File: src/rtl/ring_decoder_mod6_if.sv
// Sample/status bundle between a ring-counter producer and its decoding monitor.
// The producer side drives the strobe and ring vector; the monitor returns decoded status.
interface ring_decoder_mod6_if #(
   parameter int N     = 6,
   parameter int IDX_W = 3,
   parameter int ERR_W = 8
);
   logic             en;
   logic [N-1:0]     ring_in;
   logic [IDX_W-1:0] idx;
   logic             idx_valid;
   logic             locked;
   logic             illegal;
   logic             seq_err;
   logic [ERR_W-1:0] err_cnt;

   modport master (
      output en, ring_in,
      input  idx, idx_valid, locked, illegal, seq_err, err_cnt
   );

   modport slave (
      input  en, ring_in,
      output idx, idx_valid, locked, illegal, seq_err, err_cnt
   );
endinterface

File: src/rtl/ring_decoder_mod6.sv
// One-hot Mod-6 ring monitor: decodes the hot stage, tracks step-by-one advance
// through HUNT/CHECK/LOCKED, and reports illegal patterns and sequence breaks.
module ring_decoder_mod6 #(
   parameter int N     = 6,
   parameter int IDX_W = 3,
   parameter int ERR_W = 8
) (
   input logic              clk,
   input logic              clr,
   ring_decoder_mod6_if.slave bus
);
   localparam logic [1:0] S_HUNT   = 2'd0;
   localparam logic [1:0] S_CHECK  = 2'd1;
   localparam logic [1:0] S_LOCKED = 2'd2;

   function automatic logic is_legal(input logic [N-1:0] r);
      return (r != '0) && ((r & (r - N'(1))) == '0);
   endfunction

   function automatic logic [IDX_W-1:0] decode(input logic [N-1:0] r);
      logic [IDX_W-1:0] p;
      p = '0;
      for (int i = 0; i < N; i++)
         if (r[i]) p = IDX_W'(i);
      return p;
   endfunction

   function automatic logic [IDX_W-1:0] next_pos(input logic [IDX_W-1:0] p);
      return (p == IDX_W'(N - 1)) ? '0 : p + IDX_W'(1);
   endfunction

   function automatic logic [ERR_W-1:0] sat_inc(input logic [ERR_W-1:0] c);
      return (c == '1) ? c : c + ERR_W'(1);
   endfunction

   logic [1:0]       state;
   logic             adv_once;   // one correct advance already seen while in CHECK
   logic [IDX_W-1:0] prev;
   logic             vld;
   logic             ill;
   logic             seq;
   logic [ERR_W-1:0] err;

   logic             legal;
   logic [IDX_W-1:0] pos;
   logic             hit;

   assign legal = is_legal(bus.ring_in);
   assign pos   = decode(bus.ring_in);
   assign hit   = (pos == next_pos(prev));

   // Sample stage: the strobed ring vector is judged and every status flop updated
   always_ff @(posedge clk) begin
      if (clr) begin
         state    <= S_HUNT;
         adv_once <= 1'b0;
         prev     <= '0;
         vld      <= 1'b0;
         ill      <= 1'b0;
         seq      <= 1'b0;
         err      <= '0;
      end else begin
         ill <= 1'b0;
         seq <= 1'b0;
         if (bus.en) begin
            if (!legal) begin
               ill      <= 1'b1;
               state    <= S_HUNT;
               adv_once <= 1'b0;
               err      <= sat_inc(err);
            end else begin
               prev <= pos;
               vld  <= 1'b1;
               case (state)
                  S_HUNT: begin
                     state    <= S_CHECK;
                     adv_once <= 1'b0;
                  end
                  S_CHECK: begin
                     if (hit && adv_once) begin
                        state    <= S_LOCKED;
                        adv_once <= 1'b0;
                     end else begin
                        adv_once <= hit;
                     end
                  end
                  S_LOCKED: begin
                     if (!hit) begin
                        seq      <= 1'b1;
                        err      <= sat_inc(err);
                        state    <= S_CHECK;
                        adv_once <= 1'b0;
                     end
                  end
                  default: begin
                     state    <= S_HUNT;
                     adv_once <= 1'b0;
                  end
               endcase
            end
         end
      end
   end

   assign bus.idx       = prev;
   assign bus.idx_valid = vld;
   assign bus.locked    = (state == S_LOCKED);
   assign bus.illegal   = ill;
   assign bus.seq_err   = seq;
   assign bus.err_cnt   = err;
endmodule
File: src/flat_wrapper.sv
// flat-port wrapper written by rule: the top's interface ports become plain ports
module ring_decoder_mod6_flat 
#(
   parameter int N     = 6,
   parameter int IDX_W = 3,
   parameter int ERR_W = 8
)
  (clk, clr, bus_en, bus_ring_in, bus_idx, bus_idx_valid, bus_locked, bus_illegal, bus_seq_err, bus_err_cnt);
  ring_decoder_mod6_if #(.N(N), .IDX_W(IDX_W), .ERR_W(ERR_W)) bus_i ();
  input logic clk;
  input logic clr;
  input wire logic [$bits(bus_i.en)-1:0] bus_en;
  input wire logic [$bits(bus_i.ring_in)-1:0] bus_ring_in;
  output wire logic [$bits(bus_i.idx)-1:0] bus_idx;
  output wire logic [$bits(bus_i.idx_valid)-1:0] bus_idx_valid;
  output wire logic [$bits(bus_i.locked)-1:0] bus_locked;
  output wire logic [$bits(bus_i.illegal)-1:0] bus_illegal;
  output wire logic [$bits(bus_i.seq_err)-1:0] bus_seq_err;
  output wire logic [$bits(bus_i.err_cnt)-1:0] bus_err_cnt;
  assign bus_i.en = bus_en;
  assign bus_i.ring_in = bus_ring_in;
  assign bus_idx = bus_i.idx;
  assign bus_idx_valid = bus_i.idx_valid;
  assign bus_locked = bus_i.locked;
  assign bus_illegal = bus_i.illegal;
  assign bus_seq_err = bus_i.seq_err;
  assign bus_err_cnt = bus_i.err_cnt;
  ring_decoder_mod6 #(.N(N), .IDX_W(IDX_W), .ERR_W(ERR_W)) u_core (.clk(clk), .clr(clr), .bus(bus_i));
endmodule
File: config.mk
export PLATFORM = sky130hd
export DESIGN_NAME = ring_decoder_mod6_flat
export DESIGN_NICKNAME = d
export VERILOG_FILES = /design/src/rtl/ring_decoder_mod6_if.sv /design/src/rtl/ring_decoder_mod6.sv /design/src/flat_wrapper.sv
export SDC_FILE = /design/constraint.sdc
export NUM_CORES = 1
export LEC_CHECK = 0
export ABC_AREA = 0
export BUFFER_PORTS_ARGS = -buffer_cell sky130_fd_sc_hd__buf_2
export CELL_PAD_IN_SITES_DETAIL_PLACEMENT = 1
export CELL_PAD_IN_SITES_GLOBAL_PLACEMENT = 1
export CORE_UTILIZATION = 41
export DETAILED_ROUTE_END_ITERATION = 10
export PLACE_DENSITY_LB_ADDON = 0.1
export SETUP_SLACK_MARGIN = 0.2
export SLEW_MARGIN = 20
export SYNTH_ARGS = -nofsm -noshare
export SYNTH_HDL_FRONTEND = slang
export SYNTH_SLANG_ARGS = --single-unit
export TNS_END_PERCENT = 100
File: constraint.sdc
create_clock -name clk -period 5.3 [get_ports clk]
set_input_delay 0.53 -clock clk [delete_from_list [all_inputs] [get_ports clk]]
set_output_delay 0.53 -clock clk [all_outputs]
set_load 0.1 [all_outputs]
==> results of run 1 <==
[flip-flops by register name (all words and copies together) (netlist names)]
name / count
u_core.state: 2
u_core.bus.err_cnt: 8
u_core.bus.idx_valid: 1
u_core.bus.idx: 3
u_core.bus.illegal: 1
u_core.bus.seq_err: 1
u_core.adv_once: 1
[cells by family (layout without fill, tap and decap cells)]
logic type / count (synthesis) / count (layout) / share of synthesized area [%]
adder cells (fa/ha/maj): 1 / 1 / 1.179
multiplexers: 5 / 5 / 5.188
buffers and inverters: 13 / 32 / 4.717
AO/OA/AOI/OAI: 30 / 30 / 21.70
flip-flops: 17 / 17 / 32.08
XOR/XNOR: 1 / 1 / 0.8256
AND/OR/NAND/NOR: 65 / 65 / 34.32
[worst register-to-register path, cell delays in order (launching register included)]
cell and delay (ps):
dfxtp_1 460, nor2_1 80, a41o_1 250, a311oi_1 320
o21ai_1 340, a211oi_1 330, mux2_1 350
[power breakdown]
group	switching, mW	leakage, nW	internal (mW)
Sequential	0.00361	0.138	0.131
Combinational	0.0434	0.362	0.0139
Clock	0.0456	0.0177	0.0281
Total	0.0926	0.517	0.173
[routing by layer]
layer	vias to the layer above	track usage, %	routed length (um)
met5	-	0	0
met3	4	3.448	93
li1	538	-	-
met1	512	27.51	1284
met2	25	39.45	1306
met4	0	7.456	25
[layout make-up]
cell class / instances / area, um2 / share of cell area, %
Clock inverter: 1 / 5.005 / 0.4137
Tap cell: 30 / 37.54 / 3.102
Multi-Input combinational cell: 102 / 670.6 / 55.43
Timing Repair Buffer: 23 / 115.1 / 9.514
Clock buffer: 3 / 22.52 / 1.861
Inverter: 5 / 18.77 / 1.551
Sequential cell: 17 / 340.3 / 28.13
[worst paths after layout]
kind | to
hold / removal | u_core.bus.idx_valid
setup / recovery | u_core.state[1]
hold reg to reg | u_core.bus.idx_valid
setup reg to reg | u_core.bus.err_cnt[4]
[Yosys cell counts (2+ instances only)]
master	number	area share, %
nor3_1	2	0.94
nor4_1	4	2.4
a31oi_1	2	1.2
a21oi_1	8	3.8
nor2b_1	8	4.7
nand4_1	4	2.4
and3_1	4	2.4
dfxtp_1	17	32
nand3_1	11	5.2
a211oi_1	5	3.5
nor2_1	10	3.5
o21ai_0	2	0.94
nor4b_1	5	4.1
nand2_1	10	3.5
or4_1	2	1.4
a311oi_1	2	1.7
mux2_1	4	4.2
inv_1	5	1.8
clkbuf_1	7	2.5
==> results.rst, run 1 <==
.. list-table::
   :header-rows: 1

   * - Metric
     - Value
   * - Run status
     - complete, no violations
   * - Via count of the first global-routing pass
     - slightly above 1,000
   * - Gpl congestion
     - ~0.77
   * - DR iter-0 viols
     - 16
   * - Data arrival time of the worst path
     - approximately 2600 ps
   * - Setup Buffers After CTS
     - 0
   * - Setup TNS
     - 0 ps
   * - Max capacitance violation total
     - 0
   * - RSZ-0062 raised after global routing
     - no
   * - Ant diodes
     - 0
   * - Cell-by-cell listing of the critical path
     - buf_2, nor4b_1, a211oi_1, o31ai_4, nand2_1, or4_1, a21oi_1
   * - Final Max Tran Viols
     - 0
   * - Final setup margin
     - approximately 3000 ps
   * - Post_cts resized
     - 0
   * - Final-layout fill cell count
     - around 320
   * - Syn avg cell area
     - 8.038 um2
   * - Setup slack of the most critical reg-to-reg path
     - around 3000 ps
   * - Post-synth ARST share
     - 0%
   * - Warnings from Yosys
     - 0
   * - Number of buffers and inverters on the critical path
     - 1
   * - Time the final worst path needs with I/O delays and setup
     - 2365 ps
   * - DR pass1 iterations
     - 4
   * - Summed instance area of the synthesized netlist
     - 0.001061 mm2
   * - I/O pins
     - 24
   * - First-pass GRT wire length
     - about 4.6 mm
   * - Antenna-violating nets left
     - 0
   * - Area post-placement
     - around 0.0012 mm2
   * - Overall die area
     - approximately 0.0028 mm2
   * - Post-CTS clock slew at the launch and capture registers of the worst setup and hold paths
     - 110 ps
   * - Cell with the largest stage delay on the worst path
     - o31ai_4
   * - Max-slew headroom at the worst pin
     - about half
   * - Cell count after placement
     - roughly 180
   * - Max Clk Rate
     - 0.4228 GHz
   * - Die Span Y
     - about 53 um
   * - Number of rows in the core area
     - 18
   * - Endpoints failing setup
     - 0
   * - Worst Reg2Reg Path Length in Cells
     - 6
   * - Element type at the critical path end
     - register
   * - Total chip power
     - roughly 0.27 mW
   * - Setup Crit Path Kind
     - in -> reg
   * - Worst path depth
     - 7
   * - Power density over the cells
     - about 220 mW/mm2
   * - Routed wire per std cell
     - ~15 um
   * - Vias post-DR
     - roughly 1,100
   * - Quantity of I/O buffers inserted on ports
     - 23
   * - Share of synthesized area occupied by flip-flops and latches
     - roughly 32%
   * - Clock latency on the worst-skew pair
     - 290 ps
   * - Half-perimeter wire length after detailed placement
     - ~2.0 mm
   * - Cts-stage hold buffer count
     - 0
   * - Leading cell types in the layout, fill and taps excluded
     - buf_2, dfxtp_1, nand3_1
   * - Peak fanout along the critical path
     - 19
   * - Count of final hold-check violations
     - 0
   * - Clock Sinks
     - 17
   * - Transition at the pin with the smallest max-transition slack
     - around 760 ps
   * - Critical Path Start Type
     - primary input
   * - Residual DRC
     - 0
   * - GR Overflow Total
     - 0
   * - Final cell count without fillers
     - approximately 180
   * - Library cells used by synthesis
     - 39
   * - Peak VDD IR
     - ~0.11 mV
   * - Required @ worst endpoint
     - ~5500 ps
   * - Layout cells sized above 1
     - between 20% and 30%
   * - Final Core Density
     - between 40% and 50%
   * - TritonCTS clock tree
     - built
   * - Net count reported at finish
     - 162
   * - Startpoint of the most critical hold path
     - u_core.bus.idx_valid
   * - Most common cell after layout, fill and taps aside
     - buf_2
   * - Width of the chip
     - 52.87 um
   * - Ratio of routed vias to standard cells
     - 5.961
   * - Clock buffer depth
     - 2
   * - FF-to-FF Start
     - u_core.bus.idx[1]
   * - Critical path's top delay family
     - simple AND/OR/NAND/NOR gates
   * - DP Worst Slack
     - 2606 ps
   * - Tightest hold margin
     - roughly 480 ps
   * - Final wirelength
     - around 2.7 mm
   * - Leakage power
     - 0.5171 nW
   * - Core box area
     - 0.002455 mm2
   * - Synthesized flop and latch total
     - 17
   * - Final period util
     - 44.63%
   * - Critical Path Source
     - bus_ring_in[5]
   * - Initial cell density of the core
     - about 43%
   * - Longest individual stage delay on the worst path
     - about 650 ps
   * - Most used flip-flop cell after synthesis
     - dfxtp_1
   * - Largest net degree at the start of global routing
     - 23
   * - Layout Area Growth over Synthesis
     - 14.03%
   * - Number of enable flip-flop cells after synthesis
     - 0
   * - Initial antenna violation count
     - 0
   * - Number of levels in the clock H-tree
     - 1
   * - Clock tree root buffer cell
     - clkbuf_4
   * - Syn Nets
     - roughly 140
   * - Hold path cells
     - 2
   * - Gate count after technology mapping
     - between 100 and 150
   * - Hold Path Class
     - reg -> reg
   * - Post-route cell area
     - between 0.001 and 0.0015 mm2
   * - CTS Buf Count
     - 3
   * - Maximum clock skew at final layout
     - ~1.7 ps
   * - Global-route usage over all layers
     - 22.46%
No activity file was read; power rests on OpenSTA's default activity.
==> run 2: changes to the inputs <==
- CORE_UTILIZATION: 41 -> 34
- clock period: 5.3 -> 1.9 ns (I/O delays scaled with it)
==> run 2 against run 1 <==
  * Hold slack worse by 260 ps
  * Largest power group unchanged
  * Flip-flop and latch count stayed put
  * Count of clock-buffer cells in the layout is 1 higher
  * The flow now finishes with violations (DRC)
  * Final area is 33% higher
  * Critical path type is now reg -> reg
  * Critical path depth stayed put
  * Clock skew is 2.2 ps higher
  * Clock power grew to 2.7 times the previous value
  * Largest cell class unchanged
  * Cell count is 14% higher
  * Sequential share of layout area is 5.3 points lower
  * Power grew to 3.0 times the previous value
==> results.rst, run 2 (synthesis results as in run 1) <==
.. list-table::
   :header-rows: 1

   * - Metric
     - Value
   * - Failing checks
     - DRC
   * - Setup Crit Path Kind
     - reg -> reg
   * - DR iter-0 viols
     - 32 (+16)
   * - Data arrival time of the worst path
     - 2080 ps (-520 ps)
   * - Max-slew headroom at the worst pin
     - 67.41% (+18 points)
   * - Critical Path Start Type
     - register
   * - Die Span Y
     - 57.86 um (+9.4%)
   * - Core box area
     - 0.002853 mm2 (+16%)
   * - Quantity of I/O buffers inserted on ports
     - 23 (unchanged)
   * - Cell count after placement
     - 198 (+12%)
   * - Peak fanout along the critical path
     - 5 (-14)
   * - Net count reported at finish
     - 187 (+15%)
   * - Met1 Wirelength
     - 1.643 mm (+28%)
   * - Via count of the first global-routing pass
     - 1,167 (+13%)
   * - Gpl congestion
     - 0.7840 (+2.5%)
   * - Count of final hold-check violations
     - 0 (unchanged)
   * - Post-CTS clock slew at the launch and capture registers of the worst setup and hold paths
     - 100 ps (about the same)
   * - Initial antenna violation count
     - 0 (unchanged)
   * - Top layer in use
     - met4
   * - Required @ worst endpoint
     - 2130 ps (-3400 ps)
   * - Most common cell after layout, fill and taps aside
     - buf_2
   * - Flip-flop count of the largest register, all copies and words added
     - 8 (unchanged)
   * - Largest net degree at the start of global routing
     - 23 (unchanged)
   * - Ant diodes
     - 0 (unchanged)
   * - Power density over the cells
     - 491.3 mW/mm2 (+120%)
   * - Number of rows in the core area
     - 19 (+1)
   * - Clock buffer depth
     - 2 (unchanged)
   * - Routed wire length on met2
     - 1.626 mm (+25%)
   * - TritonCTS clock tree
     - built
   * - Max capacitance violation total
     - 0 (unchanged)
   * - Width of the chip
     - 57.86 um (+9.4%)
   * - Half-perimeter wire length after detailed placement
     - 2.381 mm (+20%)
   * - Vias post-DR
     - 1,161 (+7.6%)
   * - Hold Path Class
     - in -> reg
   * - Time the final worst path needs with I/O delays and setup
     - 1852 ps
   * - Run status
     - finished, violations left
   * - Startpoint of the most critical hold path
     - bus_en
   * - Residual DRC
     - 2 (+2)
   * - Peak VDD IR
     - 0.2393 mV (+120%)
   * - Hold-critical path endpoint
     - u_core.bus.idx[0]
   * - Ratio of routed vias to standard cells
     - 5.609 (-5.9%)
   * - Global-route usage over all layers
     - 21.37% (-1.1 points)
   * - Element type at the critical path end
     - register
   * - Routed wire per std cell
     - 16.27 um (+8.6%)
   * - Layout cells sized above 1
     - 50.00% (+29 points)
   * - Transition at the pin with the smallest max-transition slack
     - 492.2 ps (-267.8 ps)
   * - DR pass1 iterations
     - 7 (+3)
   * - Final Core Density
     - 56.36% (+7.1 points)
   * - Layout Area Growth over Synthesis
     - 51.53%
   * - Final-layout fill cell count
     - 347 (+7.8%)
   * - Setup slack of the most critical reg-to-reg path
     - 50 ps (-3010 ps)
   * - CTS Buf Count
     - 3 (unchanged)
   * - Reg-to-reg endpoint
     - u_core.bus.err_cnt[1]
   * - Antenna-violating nets left
     - 0 (unchanged)
   * - Number of levels in the clock H-tree
     - 1 (unchanged)
   * - Clock tree root buffer cell
     - clkbuf_4
   * - Wire length on met3
     - 80 um (-14%)
   * - Maximum clock skew at final layout
     - 3.897 ps (+2.176 ps)
   * - Final cell count without fillers
     - 207 (+14%)
   * - Leakage power
     - 0.6730 nW (+30%)
   * - Hold path cells
     - 2 (unchanged)
   * - RSZ-0062 raised after global routing
     - yes
   * - First-pass GRT wire length
     - 5.520 mm (+20%)
   * - Max Clk Rate
     - between 0.5 and 0.6 GHz
   * - Initial cell density of the core
     - 37.19% (-6.0 points)
   * - I/O pins
     - 24 (unchanged)
   * - Worst Reg2Reg Path Length in Cells
     - 7 (+1)
   * - Endpoints failing setup
     - 0 (unchanged)
   * - FF-to-FF Start
     - u_core.bus.idx[1]
   * - Final wirelength
     - 3.367 mm (+24%)
   * - Leading cell types in the layout, fill and taps excluded
     - buf_2, buf_4, nand3_1
   * - Overall die area
     - 0.003348 mm2 (+20%)
   * - Clock latency on the worst-skew pair
     - 290 ps (about the same)
   * - Tightest hold margin
     - 215.3 ps (-264.1 ps)
   * - Clock Sinks
     - 17 (unchanged)
   * - Final Max Tran Viols
     - 0 (unchanged)
   * - Final period util
     - between 90% and 100%
   * - GR Overflow Total
     - 0 (unchanged)
## run 2: cell types whose count changed in the layout (fill, tap and decap cells not counted), sizes merged
| cell | change |
|---|---|
| buf | +24 |
| clkinv | -1 |
| clkbuf | +2 |
## run 2: repair_timing
item / CTS / global route
buffers inserted: 3 / 2
setup endpoints to repair: 12 / 14
hold buffers: 0 / 0
hold endpoints to repair: 0 / 0
pin swaps: 13 / 11
resized for setup: 7 / 16
## run 2: how the worst max path moves through the flow
stage                       from               endpoint  slack (ps)  cells past startpoint
2_1_floorplan  u_core.bus.idx[0]  u_core.bus.err_cnt[4]        -130                      7
3_3_place_gp      bus_ring_in[5]  u_core.bus.err_cnt[1]        -120                      9
3_5_place_dp      bus_ring_in[5]  u_core.bus.err_cnt[1]        -250                      9
4_1_cts        u_core.bus.idx[1]  u_core.bus.err_cnt[5]          20                      7
5_1_grt        u_core.bus.idx[1]  u_core.bus.err_cnt[6]         -40                      7
6_report       u_core.bus.idx[1]  u_core.bus.err_cnt[1]          50                      7
## run 2: per-stage QoR
stage / area, um2 / TNS [ps] / total power [mW] / worst slack, ps
6_report: 1608 / 0 / 0.7899 / 47.79
5_1_grt: 1608 / -110.0 / 0.8322 / -36.86
3_3_place_gp: 1436 / -478.0 / 0.5750 / -120.2
2_1_floorplan: 1171 / -565.1 / 0.5126 / -129.8
4_1_cts: 1519 / 0 / 0.7917 / 20.60
3_5_place_dp: 1436 / -1187 / 0.5828 / -247.5
## run 2: per-layer routing
layer	up-vias	track usage (%)
met2	16	33.99
li1	583	-
met3	2	4.018
met5	-	0
met4	0	6.463
met1	560	29.38
## run 2: power breakdown
group	internal, mW	switching, mW	leakage (nW)
registers	0.362	0.0117	0.145
clock network	0.0816	0.117	0.0150
logic	0.0750	0.143	0.513
## run 2: worst max-delay path, stage by stage, from the launching register on
cell,delay (ps)
dfxtp_4,380
nand2_1,100
o31ai_4,80
a311oi_2,360
o21ai_2,130
buf_6,140
or4b_4,530
nand3_2,60
## run 2: cell type report
class	count	area [um2]	area share [%]
sequential	17	366.6	22.80
timing repair buffer	48	336.6	20.93
multi-input combinational	102	820.8	51.05
tap	31	38.79	2.412
clock buffer	4	26.28	1.634
inverter	5	18.77	1.167
==> run 3: changes to the inputs <==
- CORE_UTILIZATION: 34 -> 25
- CTS_BUF_LIST: default -> sky130_fd_sc_hd__clkbuf_16
==> run 3 against run 2 <==
  * The run now ends clean
  * Count of clock-buffer cells in the layout fell by 1
  * First-iteration DRC count unchanged
  * Fmax down 0.71%
  * Final area rose by 9.4%
  * Via count rose by 5.2%
  * Critical path type unchanged
  * Global-route usage shrank 4.1 points
  * Setup slack worse by 13 ps
==> results.rst, run 3 (synthesis results as in run 1) <==
.. list-table::
   :header-rows: 1

   * - Metric
     - Value
   * - Element type at the critical path end
     - register
   * - Antenna-violating nets left
     - 0 (unchanged)
   * - Quantity of I/O buffers inserted on ports
     - 23 (unchanged)
   * - DR pass1 iterations
     - 2 (-5)
   * - Ant diodes
     - 0 (unchanged)
   * - Startpoint of the most critical hold path
     - bus_en
   * - Overall die area
     - 0.004508 mm2 (+35%)
   * - Leakage power
     - 0.7405 nW (+10%)
   * - Clock latency on the worst-skew pair
     - 250 ps (-40 ps)
   * - Initial cell density of the core
     - 26.34% (-11 points)
   * - Time the final worst path needs with I/O delays and setup
     - 1865 ps (+13.19 ps)
   * - Hold Path Class
     - in -> reg
   * - Layout cells sized above 1
     - 54.70% (+4.7 points)
   * - DR iter-0 viols
     - 32 (unchanged)
   * - Largest net degree at the start of global routing
     - 23 (unchanged)
   * - RSZ-0062 raised after global routing
     - yes
   * - Setup Crit Path Kind
     - reg -> reg
   * - Global-route usage over all layers
     - 17.27% (-4.1 points)
   * - Half-perimeter wire length after detailed placement
     - 2.655 mm (+12%)
   * - Most common cell after layout, fill and taps aside
     - buf_4
   * - Final setup margin
     - 34.59 ps (-13.19 ps)
   * - Layout Area Growth over Synthesis
     - 65.80%
   * - Width of the chip
     - 67.15 um (+16%)
   * - TritonCTS clock tree
     - built
   * - Number of levels in the clock H-tree
     - 1 (unchanged)
   * - Area post-placement
     - 0.001490 mm2 (+3.7%)
   * - DP Worst Slack
     - -261.5 ps (-14.01 ps)
   * - First-pass GRT wire length
     - 5.796 mm (+5.0%)
   * - Core box area
     - 0.004029 mm2 (+41%)
   * - Data arrival time of the worst path
     - 2050 ps (-30 ps)
   * - Flip-flop count of the largest register, all copies and words added
     - 8 (unchanged)
   * - Max-slew headroom at the worst pin
     - 65.64% (-1.8 points)
   * - Gpl congestion
     - 0.7837 (about the same)
   * - Post-CTS clock slew at the launch and capture registers of the worst setup and hold paths
     - 50 ps (-50 ps)
   * - Final Core Density
     - 43.66% (-13 points)
   * - CTS Buf Count
     - 3 (unchanged)
   * - Ratio of routed vias to standard cells
     - 5.286 (-5.8%)
   * - Leading cell types in the layout, fill and taps excluded
     - buf_4, buf_2, nand2_1
   * - Run status
     - complete, no violations
   * - Clock tree root buffer cell
     - clkbuf_16
   * - Number of rows in the core area
     - 23 (+4)
   * - Routed wire per std cell
     - 15.56 um (-4.3%)
   * - Die Span Y
     - 67.15 um (+16%)
   * - Tightest hold margin
     - 251.2 ps (+35.91 ps)
   * - Final wirelength
     - 3.595 mm (+6.8%)
   * - Endpoints failing setup
     - 0 (unchanged)
   * - Residual DRC
     - 0 (-2)
   * - Final Max Tran Viols
     - 0 (unchanged)
   * - Maximum clock skew at final layout
     - 1.058 ps (-2.839 ps)
   * - Via count of the first global-routing pass
     - 1,287 (+10%)
   * - Max capacitance violation total
     - 0 (unchanged)
   * - FF-to-FF Start
     - u_core.bus.idx[1]
   * - Final-layout fill cell count
     - 484 (+39%)
   * - Transition at the pin with the smallest max-transition slack
     - 508.2 ps (+15.95 ps)
   * - Peak VDD IR
     - 0.2610 mV (+9.1%)
   * - Total chip power
     - 1.035 mW (+31%)
   * - Power density over the cells
     - 588.1 mW/mm2 (+20%)
   * - Critical Path Start Type
     - register
   * - Clock buffer depth
     - 2 (unchanged)
   * - Net count reported at finish
     - 192 (+2.7%)
   * - Peak fanout along the critical path
     - 7 (+2)
   * - I/O pins
     - 24 (unchanged)
   * - Post-route cell area
     - 0.001759 mm2 (+9.4%)
   * - GR Overflow Total
     - 0 (unchanged)
   * - Clock Sinks
     - 17 (unchanged)
   * - Vias post-DR
     - 1,221 (+5.2%)
   * - Count of final hold-check violations
     - 0 (unchanged)
   * - Critical Path Source
     - u_core.bus.idx[1]
   * - Max Clk Rate
     - 0.5361 GHz (-0.71%)
   * - Final period util
     - 98.18% (+0.69 points)
   * - Required @ worst endpoint
     - 2090 ps (-40 ps)
   * - Initial antenna violation count
     - 0 (unchanged)
==> run 3: changes by cell type in the layout (fill, tap and decap cells not counted), sizes merged <==
cell    delta
clkinv     +1
clkbuf     -1
buf        +5
==> run 3: critical path: stages, from the launching register on <==
cell	delay, ps
dfxtp_4	400
nor2_4	40
a41o_1	250
a311oi_2	260
o21ai_2	110
buf_4	160
or4b_1	510
nand3_1	70
==> run 3: area by class of cell <==
cell class	count	area [um2]	share of cell area [%]
timing repair buffer	53	380.4	21.62
clock inverter	1	5.005	0.2845
sequential	17	366.6	20.84
tap	50	62.56	3.556
multi-input combinational	102	850.8	48.36
inverter	5	18.77	1.067
clock buffer	3	75.07	4.267
==> run 3: timing repair <==
| action | in CTS | in global routing |
|---|---|---|
| pin swaps | 12 | 11 |
| setup buffers | 5 | 1 |
| setup endpoints to repair | 11 | 14 |
| hold buffers | 0 | 0 |
| gates resized for setup | 17 | 14 |
==> run 3: report_power, final <==
group / switching (mW) / internal [mW]
logic: 0.146 / 0.0856
registers: 0.0119 / 0.362
clock network: 0.147 / 0.282
==> run 3: final timing paths <==
path	endpoint	slack (ps)	depth (start not counted)
worst max register to register	u_core.bus.err_cnt[1]	30	7
worst min register to register	u_core.bus.idx_valid	480	2
worst max-delay path	u_core.bus.err_cnt[1]	30	7
worst min-delay path	u_core.bus.idx[0]	250	2
==> run 3: metal layers <==
metal	wire length (um)	global-route usage (%)
met1	1411	16.79
met2	2053	35.88
met3	90	2.872
met4	40	5.319
met5	0	0
==> run 3: metrics by stage <==
step	TNS, ps	instances
floorplan	-565.1	132
global placement	-950.9	221
detailed placement	-1560	221
CTS	0	230
global route	-9.890	231
finish	0	231
